[src/rtl/tts_pkg.sv]
// Shared types, constants and the vector-order function for the truth-table sequencer.
// TTS_GRAY_ORDER_EN selects Gray-code sweep order; otherwise binary order.
package tts_pkg;

   localparam int DEF_N_IN   = 3;
   localparam int DEF_SETTLE = 2;
   localparam int TBL_W      = 2**DEF_N_IN;
   localparam int CNT_W      = DEF_N_IN + 1;

   typedef enum logic [1:0] {
      IDLE   = 2'd0,
      SETTLE = 2'd1,
      SAMPLE = 2'd2,
      DONE   = 2'd3
   } tts_state_e;

   // Maps sweep step k to the stimulus vector applied at that step.
   function automatic logic [15:0] vec_order(input logic [15:0] k);
`ifdef TTS_GRAY_ORDER_EN
      return k ^ (k >> 1);
`else
      return k;
`endif
   endfunction

endpackage

[src/rtl/tts_result_acc.sv]
// Observed-table writer and mismatch accumulator; cleared on start, updated in SAMPLE.
module tts_result_acc
   import tts_pkg::*;
#(
   parameter int N_IN = DEF_N_IN
) (
   input  logic                 clk,
   input  logic                 rst_n,
   input  logic                 clear,
   input  logic                 en,
   input  logic [N_IN-1:0]      idx,
   input  logic                 f_i,
   input  logic                 exp_bit,
   output logic [2**N_IN-1:0]   table_o,
   output logic [N_IN:0]        mismatch_cnt_o
);

   genvar gi;
   generate
      for (gi = 0; gi < 2**N_IN; gi++) begin : g_tbl
         always_ff @(posedge clk or negedge rst_n) begin
            if (!rst_n) begin
               table_o[gi] <= 1'b0;
            end else if (clear) begin
               table_o[gi] <= 1'b0;
            end else if (en && (idx == N_IN'(gi))) begin
               table_o[gi] <= f_i;
            end
         end
      end
   endgenerate

   // At most 2**N_IN increments per sweep, so N_IN+1 bits never wrap.
   always_ff @(posedge clk or negedge rst_n) begin
      if (!rst_n) begin
         mismatch_cnt_o <= '0;
      end else if (clear) begin
         mismatch_cnt_o <= '0;
      end else if (en && (f_i != exp_bit)) begin
         mismatch_cnt_o <= mismatch_cnt_o + 1'b1;
      end
   end

endmodule

[src/rtl/truth_table_sequencer.sv]
// Self-timed sweep of a combinational block's inputs, building and checking its truth table.
// Sweep order follows TTS_GRAY_ORDER_EN (Gray) or binary when undefined.
module truth_table_sequencer
   import tts_pkg::*;
#(
   parameter int N_IN          = DEF_N_IN,
   parameter int SETTLE_CYCLES = DEF_SETTLE
) (
   input  logic                 clk,
   input  logic                 rst_n,
   input  logic                 start,
   input  logic [2**N_IN-1:0]   expected_i,
   input  logic                 f_i,
   output logic [N_IN-1:0]      stim_o,
   output logic                 busy_o,
   output logic                 done_o,
   output logic [2**N_IN-1:0]   table_o,
   output logic [N_IN:0]        mismatch_cnt_o,
   output logic                 pass_o
);

   tts_state_e            state_reg, state_next;
   logic [N_IN-1:0]       step_reg;
   logic [7:0]            cnt_reg;
   logic [2**N_IN-1:0]    exp_reg;
   logic                  pass_reg;
   logic [N_IN-1:0]       stim_reg;
   logic [15:0]           vec_first, vec_next;
   logic                  start_acc, last_step, settle_end;

   assign start_acc  = (state_reg == IDLE) && start;
   assign last_step  = &step_reg;
   assign settle_end = (cnt_reg == 8'(SETTLE_CYCLES - 1));
   assign vec_first  = vec_order(16'd0);
   assign vec_next   = vec_order(16'(step_reg) + 16'd1);
   assign stim_o     = stim_reg;

   always_ff @(posedge clk or negedge rst_n) begin
      if (!rst_n) begin
         state_reg <= IDLE;
      end else begin
         state_reg <= state_next;
      end
   end

   always_ff @(posedge clk or negedge rst_n) begin
      if (!rst_n) begin
         exp_reg  <= '0;
         step_reg <= '0;
         stim_reg <= '0;
         cnt_reg  <= '0;
         pass_reg <= 1'b0;
      end else if (start_acc) begin
         exp_reg  <= expected_i;
         step_reg <= '0;
         stim_reg <= vec_first[N_IN-1:0];
         cnt_reg  <= '0;
         pass_reg <= 1'b0;
      end else begin
         case (state_reg)
            SETTLE: cnt_reg <= cnt_reg + 8'd1;
            SAMPLE: begin
               if (!last_step) begin
                  step_reg <= step_reg + 1'b1;
                  stim_reg <= vec_next[N_IN-1:0];
                  cnt_reg  <= '0;
               end
            end
            DONE:    pass_reg <= (mismatch_cnt_o == '0);
            default: ;
         endcase
      end
   end

   always_comb begin
      state_next = state_reg;
      case (state_reg)
         IDLE:    if (start) state_next = SETTLE;
         SETTLE:  if (settle_end) state_next = SAMPLE;
         SAMPLE:  state_next = last_step ? DONE : SETTLE;
         DONE:    state_next = IDLE;
         default: state_next = IDLE;
      endcase
   end

   // pass_o tracks the live count during DONE, then holds the latched verdict.
   always_comb begin
      busy_o = 1'b0;
      done_o = 1'b0;
      pass_o = pass_reg;
      case (state_reg)
         SETTLE, SAMPLE: busy_o = 1'b1;
         DONE: begin
            done_o = 1'b1;
            pass_o = (mismatch_cnt_o == '0);
         end
         default: ;
      endcase
   end

   tts_result_acc #(.N_IN(N_IN)) u_acc (
      .clk            (clk),
      .rst_n          (rst_n),
      .clear          (start_acc),
      .en             (state_reg == SAMPLE),
      .idx            (stim_reg),
      .f_i            (f_i),
      .exp_bit        (exp_reg[stim_reg]),
      .table_o        (table_o),
      .mismatch_cnt_o (mismatch_cnt_o)
   );

endmodule

[config.mk]
export PLATFORM = sky130hd
export DESIGN_NAME = truth_table_sequencer
export DESIGN_NICKNAME = d
export VERILOG_FILES = /design/src/rtl/tts_pkg.sv /design/src/rtl/tts_result_acc.sv /design/src/rtl/truth_table_sequencer.sv
export SDC_FILE = /design/constraint.sdc
export NUM_CORES = 1
export LEC_CHECK = 0
export CORE_ASPECT_RATIO = 0.7
export CORE_UTILIZATION = 53
export CTS_CLUSTER_SIZE = 28
export DETAILED_ROUTE_END_ITERATION = 6
export GPL_TIMING_DRIVEN = 0
export PLACE_DENSITY_LB_ADDON = 0.2
export SLEW_MARGIN = 0
export SYNTH_ARGS = -nofsm -noshare
export SYNTH_HDL_FRONTEND = slang
export SYNTH_HIERARCHICAL = 1
export SYNTH_SLANG_ARGS = --single-unit
[constraint.sdc]
create_clock -name clk -period 2.9 [get_ports clk]
set_input_delay 0.58 -clock clk [delete_from_list [all_inputs] [get_ports clk]]
set_output_delay 0.58 -clock clk [all_outputs]
set_load 0.05 [all_outputs]
==> metrics.md, run 1 <==
| Metric | Value |
|---|---|
| Stages on worst setup path | 3 |
| Postcts setup bufs | 0 |
| Synth area leader | dfrtp_1 |
| Antenna violations before repair | 0 |
| CP max FO | 5 |
| CP required | 2.32 ns |
| PortBufs | 28 |
| Startpoint type of the worst setup path | flop |
| CP Class | reg2out |
| Worst setup EP type | output pin |
| Max Cap Violations | 0 |
| Minimum clock period | 2.57 ns |
| Post_cts resized | 0 |
| Area contributors post-synth | dfrtp_1 44%, nand2_1 7.8%, ha_1 6.5%, mux2i_1 5.8%, mux4_2 2.4% |
| Most frequent cells in the layout | 40 x nand2_1, 34 x dfrtp_1, 27 x clkdlybuf4s50_1 |
| Clock latency on the worst-skew pair | 0.28 ns |
| Post-Syn Area | 0.00191 mm² |
| Endpoints failing setup | 0 |
| Synth-to-Final Area Change | 23.0% |
| Number of global-route vias before repair | 1481 |
| Die X | 73.8 µm |
| Dpl hpwl | 2870 µm |
| Yosys top cell area share | 44.5% |
| Worst hold margin | 0.359 ns |
| Final #Nets | 246 |
| Total gr overflow | 0 |
| Layout cells sized above 1 | 11.6% |
| Worst vdd ir | 0.000307 V |
| Tot Pwr | 0.956 mW |
| Largest net degree at the start of global routing | 35 |
| First-pass GRT wire length | 6710 µm |
| Layout Skew | 0.00532 ns |
| IO Count | 30 |
| CP arrival | 1.99 ns |
| Routability cong. | 0.851 |
| FP Rows | 17 |
| DIE AREA | 0.00386 mm² |
| Slowest cell on crit path | clkdlybuf4s50_1 |
| Critical Path Sink | pass_o |
| Final hold violation count | 0 |
| Final setup TNS | 0 ns |
| Synth Area per Inst | 10.1 µm² |
| Synthesized instance count | 189 |
| Outcome | finished, final reports clean |
| Synth Flop Type | dfrtp_1 |
| Final Util | 71.4% |
| Die H | 52.3 µm |
| RSZ-0062 raised after global routing | no |
| Initial Util | 58.0% |
| Pre-Repair DR Iteration Count | 4 |
| Root Buffer | clkbuf_8 |
| Worst Max-Slew Pin Slew | 0.745 ns |
| Final Cycle Share | 88.7% |
| Max Slew Vio Count | 0 |
| Syn. warnings | 6 |
| Clock buffer depth | 2 |
| Sink Count | 34 |
| Core Box Area | 0.00330 mm² |
| Wire length per cell | 14.8 µm |
| Area after DPL | 0.00225 mm² |
| Ant diodes | 0 |
| Syn nets | 211 |
| Crit path launch | u_acc/mismatch_cnt_o[1] |
| PwrDens | 406 mW/mm² |
| CTS Hold Bufs | 0 |
| GRT Util Overall | 23.6% |
| CP bufs+invs | 1 |
| Design Area, Final | 0.00235 mm² |
| Detail Route Antenna Nets | 0 |
| Largest stage delay on the critical path | 0.79 ns |
| Highest Clock Rate | 389 MHz |
| Clock-pin slew on the worst setup and hold paths | 0.07 ns |
| Critical path, cell by cell | nor4_1 -> mux2_2 -> clkdlybuf4s50_1 |
| CTS tree | done |
| FF-to-FF End | u_acc/mismatch_cnt_o[0] |
| FF-to-FF path depth | 5 |
| Residual DRC | 0 |
| CTS H-tree depth | 2 |
| Vias per cell | 5.72 |
| Reg2reg start | stim_o[0] |
| Iter 0 DRT Violations | 148 |
| Drt total wl | 4040 µm |
| Hold Crit Class | in2async |
| Via count | 1557 |
| Number of library cell types mapped by synthesis | 44 |
| CP delay by family, top | buffers and inverters |
| Register area share after synthesis | 44.5% |
| LEAKAGE | 1.11 nW |
| Synth async-reset ratio | 100% |
| Worst reg2reg setup slack | 0.56 ns |
| Most common cell after layout, fill and taps aside | nand2_1 |
| Yosys reg bits | 34 |
| CTS Buf Count | 5 |
| Max transition margin | 50.3% |
| Post-synth EDFFs | 0 |
final cells by class:
cell class / instances / area, µm²
inverters: 7 / 26.3
clock buffers: 7 / 76.3
plain buffers: 7 / 48.8
well taps: 47 / 58.8
flip-flops and latches: 34 / 851
multi-input cells: 141 / 987
fillers: 252 / 943
repair buffers: 28 / 275
clock inverters: 1 / 30.0
power by group:
group	total [mW]	internal (mW)	switching, mW
Sequential	0.481	0.478	0.00299
Clock	0.419	0.257	0.162
Combinational	0.0559	0.0231	0.0328
Total	0.956	0.759	0.198
worst min path at each step:
stage                       to        from  depth (start not counted)
floorplan           cnt_reg[0]       rst_n                          0
global placement    exp_reg[5]  exp_reg[5]                          2
detailed placement  exp_reg[6]  exp_reg[6]                          2
CTS                 exp_reg[2]       rst_n                          1
global route        exp_reg[2]       rst_n                          1
finish              exp_reg[2]       rst_n                          1
synthesized netlist by cell type, drive strengths merged, types with 3 or more instances:
library cell	number
clkbuf	3
nand3	5
ha	10
nand2	40
and4bb	3
nand4b	4
a21oi	8
nor2	12
nand4	3
o21ai	3
mux2i	11
buf	4
nand2b	5
dfrtp	34
mux2	3
or3	4
inv	7
through the flow:
stage,instances,setup slack (ns)
2_1_floorplan,189,0.433
3_3_place_gp,264,0.400
3_5_place_dp,264,0.334
4_1_cts,272,0.320
5_1_grt,272,0.269
6_report,272,0.327
layer usage:
layer / part of all wire, % / global-route usage, % / vias to the layer above
li1: - / - / 735
met1: 45 / 30.0 / 755
met2: 48 / 40.5 / 55
met3: 5.5 / 4.81 / 12
met4: 2.0 / 7.69 / 0
met5: 0 / 0 / -
cell families after synthesis:
| group | count (synthesis) | share of synthesized area (%) |
|---|---|---|
| adders and majority gates | 10 | 6.54 |
| xor gates and xnor gates | 3 | 1.77 |
| muxes | 16 | 9.88 |
| AOI/OAI and AO/OA | 27 | 9.81 |
| and+or+nand+nor | 85 | 23.6 |
| DFF | 34 | 44.5 |
| buffers and inverters | 14 | 3.92 |
(Power assumes the default switching activity.)
==> inputs of run 2 (changes only) <==
Settings changed: CAP_MARGIN from default to 25.
==> results of run 2 <==
No change in the layout: final DEF, timing and power equal those of run 1.
==> inputs of run 3 (changes only) <==
Settings changed: PLACE_DENSITY_LB_ADDON 0.2 to 0.08.
==> metrics.md, run 3 (synthesis results as in run 1) <==
| Metric | Value |
|---|---|
| Minimum clock period | 2.59 ns |
| Worst reg2reg setup slack | 0.55 ns |
| Synth-to-Final Area Change | 22.2% |
| Routability cong. | 0.819 |
| CP required | 2.32 ns |
| Most frequent cells in the layout | 40 x nand2_1, 34 x dfrtp_1, 27 x clkdlybuf4s50_1 |
| Reg2reg start | stim_o[0] |
| PortBufs | 28 |
| CTS Hold Bufs | 0 |
| Total gr overflow | 0 |
| Worst hold margin | 0.365 ns |
| FP Rows | 17 |
| Outcome | finished, final reports clean |
| Clock latency on the worst-skew pair | 0.27 ns |
| Number of global-route vias before repair | 1519 |
| CP max FO | 6 |
| Critical path, cell by cell | nor4_1 -> mux2_2 -> clkdlybuf4s50_1 |
| Dpl hpwl | 2880 µm |
| Max transition margin | 50.3% |
| FILL cells | 243 |
| CTS tree | done |
| Final #Nets | 246 |
| Clock buffer depth | 2 |
| Largest stage delay on the critical path | 0.79 ns |
| Most common cell after layout, fill and taps aside | nand2_1 |
| CP Class | reg2out |
| Clock-pin slew on the worst setup and hold paths | 0.07 ns |
| Iter 0 DRT Violations | 112 |
| Final hold violation count | 0 |
| Worst setup EP type | output pin |
| LEAKAGE | 1.10 nW |
| IO Count | 30 |
| FF-to-FF End | u_acc/mismatch_cnt_o[0] |
| Wire length per cell | 15.0 µm |
| Drt total wl | 4070 µm |
| Initial Util | 58.0% |
| Final Cycle Share | 89.2% |
| Hold Crit Class | in2async |
| FF-to-FF path depth | 5 |
| PwrDens | 381 mW/mm² |
| Vias per cell | 5.75 |
| Design Area, Final | 0.00234 mm² |
| CP arrival | 2.01 ns |
| Multi-input logic area | 987 µm² |
| Core Box Area | 0.00330 mm² |
| RSZ-0062 raised after global routing | no |
| Largest net degree at the start of global routing | 35 |
| GRT Util Overall | 24.1% |
| Slowest cell on crit path | clkdlybuf4s50_1 |
| First-pass GRT wire length | 6890 µm |
| Highest Clock Rate | 387 MHz |
| Layout cells sized above 1 | 12.0% |
| Ant diodes | 0 |
| Antenna violations before repair | 0 |
| Worst Max-Slew Pin Slew | 0.746 ns |
| Endpoints failing setup | 0 |
| Die X | 73.8 µm |
| Max Slew Vio Count | 0 |
| CTS H-tree depth | 2 |
| Area after DPL | 0.00225 mm² |
| CTS Buf Count | 5 |
| Residual DRC | 0 |
| Pre-Repair DR Iteration Count | 4 |
| Root Buffer | clkbuf_8 |
| Via count | 1563 |
| Worst vdd ir | 0.000301 V |
| Sink Count | 34 |
| Post_cts resized | 0 |
| Final setup TNS | 0 ns |
| Startpoint type of the worst setup path | flop |
| Layout Skew | 0.00522 ns |
| Register area | 851 µm² |
| Detail Route Antenna Nets | 0 |
| Die H | 52.3 µm |
| DIE AREA | 0.00386 mm² |
| Max Cap Violations | 0 |
| Postcts setup bufs | 0 |
-- run 3: where the power goes --
part	leakage, nW	internal, mW	switching, mW
registers	0.420	0.478	0.00300
logic	0.634	0.0231	0.0330
clock network	0.0482	0.191	0.162
total	1.10	0.693	0.198
-- run 3: per-stage QoR --
step	total power, mW	util (%)	setup WS, ns	std cells
floorplan	0.514	-	0.433	189
global placement	0.547	68.3	0.398	264
detailed placement	0.547	68.2	0.305	264
CTS	0.901	70.9	0.290	272
global route	0.927	70.9	0.232	272
finish	0.891	70.9	0.313	272
-- run 3: how the worst max path moves through the flow --
stage                                 start                       to  slack [ns]  cells past startpoint
finish              u_acc/mismatch_cnt_o[0]                   pass_o        0.31                      3
global route        u_acc/mismatch_cnt_o[0]                   pass_o        0.23                      3
CTS                 u_acc/mismatch_cnt_o[0]                   pass_o        0.29                      3
detailed placement                    start         u_acc/table_o[0]        0.31                      6
global placement                      start         u_acc/table_o[0]        0.40                      6
floorplan                         stim_o[0]  u_acc/mismatch_cnt_o[0]        0.43                      5
-- run 3: final cells by class --
type | instances | area share, %
buffer | 7 | 2.09
sequential | 34 | 36.4
timing repair buffer | 28 | 11.8
clock buffer | 7 | 3.69
tap | 47 | 2.51
multi-input combinational | 141 | 42.2
inverter | 7 | 1.12
clock inverter | 1 | 0.214
-- run 3: worst max-delay path, delay by kind of cell, from the launching register on --
kind	cells	cell delay (ns)
buffers and inverters	1	0.79
multiplexers	1	0.20
flip-flops	1	0.45
AND/OR/NAND/NOR	1	0.29
-- run 3: metal layers --
metal  part of all wire, %  global-route usage, %  vias up
met5                     0                      0        -
met4                  0.44                   5.77        0
met3                   6.9                   5.96        4
met2                    46                   39.3       65
met1                    46                   32.3      756
li1                      -                      -      738
